===== src/rtl/sync_fifo_flagged.sv =====
// Single-clock FIFO with programmable almost-full/almost-empty levels,
// fill-level output, sticky error flags and FWFT or registered read mode.
module sync_fifo_flagged #(
  parameter int WIDTH     = 8,
  parameter int DEPTH_LEN = 4,
  parameter int AF_LEVEL  = 12,
  parameter int AE_LEVEL  = 2,
  parameter int FWFT      = 1
) (
  input  logic                 i_clk,
  input  logic                 i_rst,
  input  logic [WIDTH-1:0]     i_data,
  input  logic                 wr_en,
  input  logic                 rd_en,
  input  logic                 i_clr_err,
  output logic [WIDTH-1:0]     o_data,
  output logic                 o_valid,
  output logic                 o_full,
  output logic                 o_empty,
  output logic                 o_almost_full,
  output logic                 o_almost_empty,
  output logic [DEPTH_LEN:0]   o_fill,
  output logic                 o_overflow,
  output logic                 o_underflow
);

  localparam int DEPTH = 1 << DEPTH_LEN;
  localparam logic [DEPTH_LEN:0] DEPTH_W = (DEPTH_LEN+1)'(DEPTH);
  localparam logic [DEPTH_LEN:0] AF_W    = (DEPTH_LEN+1)'(AF_LEVEL);
  localparam logic [DEPTH_LEN:0] AE_W    = (DEPTH_LEN+1)'(AE_LEVEL);

  // Thresholds outside the representable fill range make the flags useless.
  if (AF_LEVEL < 1 || AF_LEVEL > DEPTH) begin : g_bad_af
    $error("sync_fifo_flagged: AF_LEVEL out of range 1..DEPTH");
  end
  if (AE_LEVEL < 0 || AE_LEVEL > DEPTH - 1) begin : g_bad_ae
    $error("sync_fifo_flagged: AE_LEVEL out of range 0..DEPTH-1");
  end
  if (FWFT != 0 && FWFT != 1) begin : g_bad_fwft
    $error("sync_fifo_flagged: FWFT must be 0 or 1");
  end

  logic [WIDTH-1:0]     r_mem [DEPTH];
  logic [DEPTH_LEN:0]   r_wr_ptr;
  logic [DEPTH_LEN:0]   r_rd_ptr;
  logic                 r_overflow;
  logic                 r_underflow;

  logic [DEPTH_LEN:0]   w_fill;
  logic                 w_full;
  logic                 w_empty;
  logic                 w_wr_req;
  logic                 w_rd_req;
  logic [DEPTH_LEN-1:0] w_wr_addr;
  logic [DEPTH_LEN-1:0] w_rd_addr;

  // Occupancy and flags come straight from the registered pointers.
  always_comb begin
    w_fill    = r_wr_ptr - r_rd_ptr;
    w_full    = (w_fill == DEPTH_W);
    w_empty   = (w_fill == '0);
    w_wr_req  = wr_en & ~w_full;
    w_rd_req  = rd_en & ~w_empty;
    w_wr_addr = r_wr_ptr[DEPTH_LEN-1:0];
    w_rd_addr = r_rd_ptr[DEPTH_LEN-1:0];
  end

  assign o_fill         = w_fill;
  assign o_full         = w_full;
  assign o_empty        = w_empty;
  assign o_almost_full  = (w_fill >= AF_W);
  assign o_almost_empty = (w_fill <= AE_W);
  assign o_overflow     = r_overflow;
  assign o_underflow    = r_underflow;

  // Pointer advance on accepted requests; reset discards all contents.
  always_ff @(posedge i_clk) begin
    if (i_rst) begin
      r_wr_ptr <= '0;
      r_rd_ptr <= '0;
    end else begin
      if (w_wr_req) r_wr_ptr <= r_wr_ptr + 1'b1;
      if (w_rd_req) r_rd_ptr <= r_rd_ptr + 1'b1;
    end
  end

  // Storage array; not reset, stale words are unreachable after reset.
  always_ff @(posedge i_clk) begin
    if (!i_rst && w_wr_req) r_mem[w_wr_addr] <= i_data;
  end

  // Sticky error flags; a new error on the clearing edge wins.
  always_ff @(posedge i_clk) begin
    if (i_rst) begin
      r_overflow  <= 1'b0;
      r_underflow <= 1'b0;
    end else begin
      if (wr_en && w_full)   r_overflow <= 1'b1;
      else if (i_clr_err)    r_overflow <= 1'b0;
      if (rd_en && w_empty)  r_underflow <= 1'b1;
      else if (i_clr_err)    r_underflow <= 1'b0;
    end
  end

  if (FWFT != 0) begin : g_fwft
    // Head of queue is always presented; rd_en only pops it.
    assign o_data  = r_mem[w_rd_addr];
    assign o_valid = ~w_empty;
  end else begin : g_regrd
    logic [WIDTH-1:0] r_rdata;
    logic             r_rvalid;

    // Registered read: data lands one cycle after an accepted rd_en.
    always_ff @(posedge i_clk) begin
      if (i_rst) begin
        r_rdata  <= '0;
        r_rvalid <= 1'b0;
      end else if (w_rd_req) begin
        r_rdata  <= r_mem[w_rd_addr];
        r_rvalid <= 1'b1;
      end else begin
        r_rvalid <= 1'b0;
      end
    end

    assign o_data  = r_rdata;
    assign o_valid = r_rvalid;
  end

endmodule


===== config.mk =====
export PLATFORM = sky130hd
export DESIGN_NAME = sync_fifo_flagged
export DESIGN_NICKNAME = d
export VERILOG_FILES = /design/src/rtl/sync_fifo_flagged.sv
export SDC_FILE = /design/constraint.sdc
export NUM_CORES = 1
export LEC_CHECK = 0
export CAP_MARGIN = 40
export CELL_PAD_IN_SITES_DETAIL_PLACEMENT = 1
export CELL_PAD_IN_SITES_GLOBAL_PLACEMENT = 2
export CORE_MARGIN = 2
export CORE_UTILIZATION = 25
export CTS_BUF_LIST = sky130_fd_sc_hd__clkbuf_8
export DETAILED_ROUTE_END_ITERATION = 8
export PLACE_DENSITY = 0.54
export SLEW_MARGIN = 20
export SYNTH_ARGS = -nofsm -noshare
export SYNTH_HDL_FRONTEND = slang
export SYNTH_SLANG_ARGS = --single-unit

===== constraint.sdc =====
create_clock -name i_clk -period 4.7 [get_ports i_clk]
set_input_delay 0.94 -clock i_clk [delete_from_list [all_inputs] [get_ports i_clk]]
set_output_delay 0.94 -clock i_clk [all_outputs]
set_load 0.02 [all_outputs]

-- Word-level counts from Yosys, hierarchy flattened
Memory sizes are Yosys's and may differ from the RTL's. A register that Yosys moved wholly into a read port is not among the register bits.
Index checks and enable logic that the tools add are counted.
W data, S select, Z words.
- bits in writable memories: 128
- bits in registers: 12
- word-level logic and storage cells: 29
- memories: 1
- output and inout port bits: 20
- memory bits (read-only): 0
- bits in latches: 0
- input port bits: 13
- div/mod/pow operators: 0
- reduce and logical (&&, ||, !) cells: 7
- equal/unequal tests: 1
- $mul: 0
- bitwise logic cells: 4
- add/subtract/negate cells: 3
- shift-type cells: 0
- mux-type cells: 7
- magnitude comparators: 2
- memory list (name ; depth ; width ; rd ports ; clocked after memory_dff ; wr ports ; line ; source):
    r_mem ; 16 ; 8 ; 1 ; 1 ; 1 ; 43 ; logic [WIDTH-1:0] r_mem [DEPTH];
- operators with widths (operator ; number):
    $add A5 B1 Y5 const B ; 2
    $mux W4 ; 2
    $eq A5 B5 Y1 const B ; 1
    $ge A5 B4 Y1 const B ; 1
    $le A5 B2 Y1 const B ; 1
    $logic_not A5 Y1 ; 1
    $mux W1 ; 5
    $sub A5 B5 Y5 ; 1
    $reduce_bool A2 Y1 ; 2
    $logic_and A1 B1 Y1 ; 3
    $and A1 B1 Y1 ; 2
    $not A1 Y1 ; 2
    $logic_not A1 Y1 ; 1

-- Logic depth before layout (Yosys ltp)
Gate-level depths: netlist of the first run.
- depth after elaboration: 7
- mapped depth: 10
- mapped depth without buffers: 9

-- Worst setup path after synthesis of the first run
Ideal clock, no wire load.
- path kind: register -> output
- start: register r_wr_ptr[0]
- end: output o_almost_empty
- buffers on the path: 0
- stages on the path, launching flop included: 9
- required time: 3.760 ns
- slack: 0.734 ns
- arrival time: 3.026 ns
- cells stage by stage: dfxtp_1 inv_1 ha_1 fa_1 nand2b_1 a21oi_1 xor2_1 clkinv_1 a2111oi_0
- longest elaborated chain between the ends: 2
- RTL lines (what ; line ; source):
    start: declaration ; 44 ; logic [DEPTH_LEN:0] r_wr_ptr;
    start signal: assignment ; 82 ; if (w_wr_req) r_wr_ptr <= r_wr_ptr + 1'b1;
    $sub A5 B5 Y5 ; 59 ; w_fill = r_wr_ptr - r_rd_ptr;
    named net o_fill[4] ; 22 ; output logic [DEPTH_LEN:0] o_fill,
    $le A5 B2 Y1 ; 72 ; assign o_almost_empty = (w_fill <= AE_W);
    end: declaration ; 21 ; output logic o_almost_empty,
The timed path passes the listed nets, and every way through them passes these cells.

-- Final worst setup path of the first run
- start: register r_wr_ptr[0]
- end: output o_almost_empty
- longest elaborated chain between the ends: 2
- RTL lines (what ; line):
    $sub A5 B5 Y5 ; 59
    $le A5 B2 Y1 ; 72
Every way passes these cells.

==> results of run 1 <==
[final cells by class]
class                      count  area, sq um  area share [%]
tap                          319          399            5.56
inverter                      11         41.3           0.575
timing repair buffer          54          498            6.93
sequential                   144         4170            58.0
multi-input combinational    144         1680            23.3
clock inverter                15          168            2.33
clock buffer                  17          234            3.26
[cell families (layout without fill, tap and decap cells)]
family / count (synthesis) / after routing / synth area share [%]
buffers and inverters: 27 / 97 / 1.94
multiplexers: 53 / 53 / 17.6
flip-flops: 144 / 144 / 70.2
XOR/XNOR: 4 / 4 / 0.717
adder cells (fa/ha/maj): 10 / 10 / 2.24
AND/OR/NAND/NOR: 58 / 58 / 4.68
AO/OA/AOI/OAI: 19 / 19 / 2.57
[state kept, by name, summed over array words and instances (netlist names), named ones only]
register     cells
o_overflow       1
r_rd_ptr         5
o_underflow      1
r_mem          128
r_wr_ptr         5
[synthesized netlist by cell type (2+ instances only)]
library cell	n
a21boi_0	2
a21oi_1	7
a32oi_1	2
buf_1	4
buf_2	5
clkbuf_1	6
dfxtp_1	16
edfxtp_1	128
ha_1	9
inv_1	10
mux2_2	11
mux4_2	40
nand2_1	11
nand2b_1	3
nand4_1	3
nor2_1	17
nor2b_1	5
nor3_1	12
nor4_1	5
o2111ai_1	2
o31ai_1	3
xor2_1	3
[critical path: stages (launching register included)]
cell	delay, ns
dfxtp_1	0.40
inv_1	0.11
ha_1	0.23
fa_1	0.42
nand2b_1	0.16
a21oi_1	0.16
xor2_1	0.21
clkinv_1	0.11
a2111oi_0	0.38
clkdlybuf4s50_1	0.68
[metal layers]
layer | GRT usage (%) | wire, um | vias up
met5 | 0 | 0 | -
met4 | 3.52 | 189 | 0
met3 | 3.42 | 462 | 13
met2 | 20.8 | 7080 | 61
met1 | 15.1 | 6170 | 1608
li1 | - | - | 1386
[layout by cell type (no fill, tap or decap), drive strengths merged, types with 2 or more instances in the layout]
cell type | synthesis | final
xor2 | 3 | 3
nor2 | 17 | 17
a2111oi | 2 | 2
buf | 10 | 22
nor2b | 5 | 5
o2111ai | 2 | 2
bufinv | 0 | 3
clkdlybuf4s50 | 0 | 32
inv | 10 | 14
dfxtp | 16 | 16
nand2b | 3 | 3
a32oi | 2 | 2
ha | 9 | 9
clkinvlp | 0 | 2
nor3 | 12 | 12
a21boi | 2 | 2
a21oi | 7 | 7
edfxtp | 128 | 128
nand2 | 11 | 11
nand4 | 3 | 3
mux2 | 12 | 12
mux4 | 40 | 40
nor4 | 5 | 5
clkbuf | 6 | 17
o31ai | 3 | 3
clkinv | 1 | 7
[power breakdown]
part	switching, uW	leakage [uW]	total, uW	internal (uW)
clock	474	0.000202	997	522
sequential	59.7	0.00128	1500	1440
combinational	722	0.000789	1390	666
[worst max path at each step]
stage | slack (ns) | from | to | depth (start not counted)
finish | 0.44 | r_wr_ptr[0] | o_almost_empty | 9
global route | 0.12 | r_wr_ptr[0] | o_almost_empty | 9
CTS | 0.35 | r_wr_ptr[0] | o_almost_empty | 9
detailed placement | 0.90 | r_wr_ptr[0] | o_almost_empty | 9
global placement | 0.93 | r_wr_ptr[0] | o_almost_empty | 9
floorplan | 0.73 | r_wr_ptr[0] | o_almost_empty | 8
[metrics by stage]
stage               instance area (sq um)  hold WS (ns)
detailed placement                   6780         0.486
finish                               7180         0.499
floorplan                            5930         0.533
global route                         7180         0.542
global placement                     6780         0.486
CTS                                  7180         0.517
==> reports/qor.yml, run 1 <==
yosys:
  synth_edf_count: 128
  yosysWarnings: 0
  yosysSeqAreaShare_pct: 70.2
  synth_cell_types: 33
  synthFlopType: "edfxtp_1"
  netlist_area_sq_um: 5930
  syn_avg_cell_area_sq_um: 18.8
  synth_top_cell_by_area: "edfxtp_1"
  yosysTopAreaCellShare_pct: 64.8
  syn_nets: 338
  ys_seq_elements: 144
  syn_inst: 315
  async_flop_share_pct: 0
  ys_top_cells_by_area: "edfxtp_1 65%, mux4_2 15%, dfxtp_1 5.4%"
critical_path:
  r2r_cells: 9
  worst_r2r_endpoint: "r_mem[5][2]"
  required_ns: 3.76
  criticalPathCategory: "flip-flop to output pin"
  critPathArrivalTime_ns: 3.32
  cp-start-kind: "flip-flop"
  r2r_slack_ns: 1.48
  r2r-start: "r_wr_ptr[0]"
  path_max_fanout: 5
  end_kind: "output pin"
grt:
  grt_start_max_net_pins: 33
  first_global_vias: 3461
  grt_pass1_wl_um: 21600
  overflow: 0
  grt_usage_pct: 12.2
  grt_antenna_before_repair: 0
clocking:
  cts_setup_buffers: 0
  cts_max_path_buffers: 2
  clkLatencyLatePin_ns: 0.44
  cts-hold-fix-buffers: 0
  cts.clk_slew.worst_paths_ns: 0.08
  cts_buffers: 17
  cts_root_buf: "clkbuf_8"
  clock_sinks: 144
  cts_tree: "done"
  htreeDepth: 4
  cts_resized: 0
sta:
  worst_slack_ns: 0.441
  slew_headroom_pct: 51.0
  min_period_over_period_pct: 90.6
  finalHoldViolations: 0
  slew_violations: 0
  fin_setup_tns_ns: 0
  setup_viol: 0
  fmax_mhz: 235
  worst_pin_slew_ns: 0.734
  period_needed_ns: 4.26
  skew_ns: 0.0101
  rsz0062_at_grt: "no"
worst_hold_path:
  min_path_type: "flip-flop to flip-flop"
  holdPathEnd: "o_overflow"
  hp-start: "o_overflow"
  min_path_cells: 2
floorplanning:
  start_util_pct: 25.3
  io_pins: 33
  rows: 56
  core_sq_um: 23400
  dieArea_sq_um: 25000
  die_w_um: 158
  dieHeight_um: 158
final_layout:
  fin_nets: 395
  utilization_pct: 30.7
  instances_no_fill: 704
  fillers: 2448
  drive_gt1_share_pct: 28.3
  area_delta_synth_final_pct: 21.1
  antenna_cells: 0
drt:
  post_drt_via_cell_ratio: 4.36
  routed_wl_um: 13900
  drt-pass1-iter-count: 4
  drt_iter0_drc: 138
  num_vias: 3068
  drc: 0
  antenna_left: 0
  wl_per_cell_um: 19.8
pwr:
  total_power_uw: 3890
  irDropWorstVdd_v: 0.000517
  power.leakage_uw: 0.00227
  p_per_area_nw_per_um2: 541
place:
  hpwl_um: 8840
  port_buffers: 32
  dp_cells: 672
  place_ws_ns: 0.904
  place.gp.congestion: 0.742
status:
  status: "complete, no violations"
run:
  maxCapViolations: 0
Power figures use the tool's default switching activity.
==> run 2, diff against run 1 <==
- CORE_UTILIZATION: 25 -> 48
- GPL_TIMING_DRIVEN: default -> 0
- PLACE_DENSITY: 0.54 -> 0.88
==> run 2 against run 1 <==
Clock power shrank 3.1%; hold slack better by 0.0029 ns; sequential cell count is the same; die area shrank 47%; global-route usage grew 8.8 points.
==> reports/qor.yml, run 2 (synthesized netlist as in run 1, its figures left out) <==
status:
  status: "complete, no violations"
sta:
  min_period_over_period_pct: 92.6  # +2.0 points
  finalHoldViolations: 0  # unchanged
  worst_pin_slew_ns: 0.839  # +0.105 ns
  fmax_mhz: 230  # -2.2%
  worst_slack_ns: 0.346  # -0.0944 ns
  slew_headroom_pct: 43.7  # -7.3 points
  period_needed_ns: 4.35  # +0.0944 ns
  skew_ns: 0.0130  # +0.00288 ns
  slew_violations: 0  # unchanged
  rsz0062_at_grt: "no"
  setup_viol: 0  # unchanged
  fin_setup_tns_ns: 0  # unchanged
worst_hold_path:
  holdPathEnd: "o_overflow"
  min_path_cells: 2  # unchanged
  min_path_type: "flip-flop to flip-flop"
  hp-start: "o_overflow"
clocking:
  clkLatencyLatePin_ns: 0.45  # about the same
  cts.clk_slew.worst_paths_ns: 0.08  # about the same
  cts_root_buf: "clkbuf_8"
  cts_tree: "done"
  cts_resized: 0  # unchanged
  htreeDepth: 4  # unchanged
  clock_sinks: 144  # unchanged
  cts_buffers: 17  # unchanged
  cts_max_path_buffers: 2  # unchanged
  cts-hold-fix-buffers: 0  # unchanged
  cts_setup_buffers: 0  # unchanged
pwr:
  power.leakage_uw: 0.00222  # -2.3%
  p_int_uw: 2620  # -0.52%
  p_seq_share_pct: 38.1  # -0.5 points
  p_per_area_nw_per_um2: 558  # +3.1%
  p_comb_share_pct: 37.0  # +1.3 points
  clkPwrFrac_pct: 24.9  # -0.7 points
  irDropWorstVdd_v: 0.000476  # -8.0%
  net-switching-power_uw: 1260  # +0.30%
  switching_share_pct: 32.5  # +0.18 points
final_layout:
  drive_gt1_share_pct: 28.8  # +0.52 points
  fin_nets: 396  # +0.25%
  layout_commonest_cell: "edfxtp_1"
  top_regs: "r_mem (128), r_rd_ptr (5), r_wr_ptr (5)"
  final_cell_mix: "128 x edfxtp_1, 40 x mux4_2, 32 x clkdlybuf4s50_1, 17 x nor2_1, 17 x clkbuf_8"
  top_register: "r_mem"
  stdcell_area_sq_um: 6950  # -3.2%
  area_delta_synth_final_pct: 17.2
  antenna_cells: 0  # unchanged
  largest_reg_flops: 128  # unchanged
grt:
  grt_usage_pct: 20.9  # +8.8 points
  grt_start_max_net_pins: 17  # -48%
  grt_antenna_before_repair: 0  # unchanged
  first_global_vias: 3302  # -4.6%
  overflow: 0  # unchanged
  grt_pass1_wl_um: 19600  # -9.4%
drt:
  post_drt_via_cell_ratio: 5.71  # +31%
  drt_iter0_drc: 225  # +63%
  routed_wl_um: 12600  # -9.0%
  antenna_left: 0  # unchanged
  drt-pass1-iter-count: 4  # unchanged
  num_vias: 3037  # -1.0%
  drc: 0  # unchanged
  wl_per_cell_um: 23.8  # +20%
place:
  place.gp.congestion: 0.792  # +6.7%
  place_ws_ns: 0.562  # -0.342 ns
  hpwl_um: 8720  # -1.3%
  place_area_sq_um: 6540  # -3.5%
  port_buffers: 32  # unchanged
critical_path:
  end_kind: "output pin"
  criticalPathCategory: "flip-flop to output pin"
  critPathArrivalTime_ns: 3.41  # +0.09 ns
  path_max_fanout: 8  # +3
  cp-start-kind: "flip-flop"
  r2r_cells: 10  # +1
  worst_r2r_endpoint: "r_mem[6][4]"
  required_ns: 3.76  # about the same
  r2r_slack_ns: 0.98  # -0.50 ns
  r2r-start: "r_wr_ptr[0]"
floorplanning:
  rows: 40  # -29%
  dieArea_sq_um: 13300  # -47%
  dieHeight_um: 115  # -27%
  start_util_pct: 49.4  # +24 points
  core_sq_um: 12000  # -49%
  die_w_um: 115  # -27%
  io_pins: 33  # unchanged
run:
  maxCapViolations: 0  # unchanged
-- run 2: changes by cell type in the layout (fill, tap and decap cells not counted), moves of 2 or more --
cell,previous run,this run
clkbuf_1,0,6
inv_6,2,0
buf_4,21,4
buf_2,0,8
nor3_1,12,0
nor3_2,0,12
clkinvlp_4,2,4
buf_1,0,4
-- run 2: worst max-delay path, stage by stage, from the launching register on --
cell	delay, ns
dfxtp_1	0.42
inv_1	0.14
ha_1	0.25
fa_1	0.42
nand2b_1	0.16
a21oi_1	0.21
xor2_1	0.24
inv_2	0.13
a2111oi_1	0.33
clkdlybuf4s50_1	0.67
-- run 2: how the worst max path moves through the flow --
stage | end | from | slack (ns)
2_1_floorplan | o_almost_empty | r_wr_ptr[0] | 0.73
3_3_place_gp | r_mem[3][6] | r_wr_ptr[0] | 0.44
3_5_place_dp | o_almost_empty | r_wr_ptr[0] | 0.56
4_1_cts | o_almost_empty | r_wr_ptr[0] | 0.06
5_1_grt | o_almost_empty | r_wr_ptr[0] | 0.06
6_report | o_almost_empty | r_wr_ptr[0] | 0.35
-- run 2: power by group through the flow --
stage / logic [uW] / registers, uW / clock network (uW)
2_1_floorplan: 914 / 1500 / 0
3_3_place_gp: 1400 / 1500 / 0
3_5_place_dp: 1440 / 1510 / 0
4_1_cts: 1460 / 1480 / 983
5_1_grt: 1540 / 1480 / 1030
6_report: 1430 / 1480 / 966
-- run 2: stage by stage --
step           cells  power (uW)  hold WS [ns]  util, %
3_3_place_gp     494        2900         0.470     53.6
4_1_cts          529        3920         0.503     57.7
2_1_floorplan    315        2410         0.533        -
3_5_place_dp     498        2950         0.478     54.5
6_report         532        3880         0.502     57.9
5_1_grt          532        4050         0.555     57.9
-- run 2: routing by layer --
layer  GRT usage, %  share of wire, %  up-vias  wire, um
met5              0                 0        -         0
met4           7.87               1.6        0       207
li1               -                 -     1386         -
met3           4.16               3.1       17       390
met2           37.3                55       63      6950
met1           25.3                40     1571      5100
-- run 2: area by class of cell --
| class | count | area, sq um |
|---|---|---|
| repair buffers | 39 | 365 |
| clock inverters | 14 | 150 |
| fillers | 1070 | 5060 |
| well taps | 147 | 184 |
| plain buffers | 16 | 73.8 |
| inverters | 11 | 41.3 |
| flip-flops and latches | 144 | 4160 |
| multi-input cells | 144 | 1740 |
| clock buffers | 17 | 234 |
==> run 3, diff against run 2 <==
==> constraint.sdc (replaced) <==
create_clock -name i_clk -period 4.7 [get_ports i_clk]
set_input_delay 0.94 -clock i_clk [delete_from_list [all_inputs] [get_ports i_clk]]
set_output_delay 0.94 -clock i_clk [all_outputs]
set_load 0.005 [all_outputs]
==> results of run 3 <==
Same layout as run 2 (identical final DEF). Status: complete, no violations.
Main changes from that run: setup slack after placement 0.562 ns -> 0.665 ns; setup slack after layout 0.346 ns -> 0.449 ns; total power 3880 uW -> 3720 uW; worst IR drop on VDD 0.000476 V -> 0.000434 V
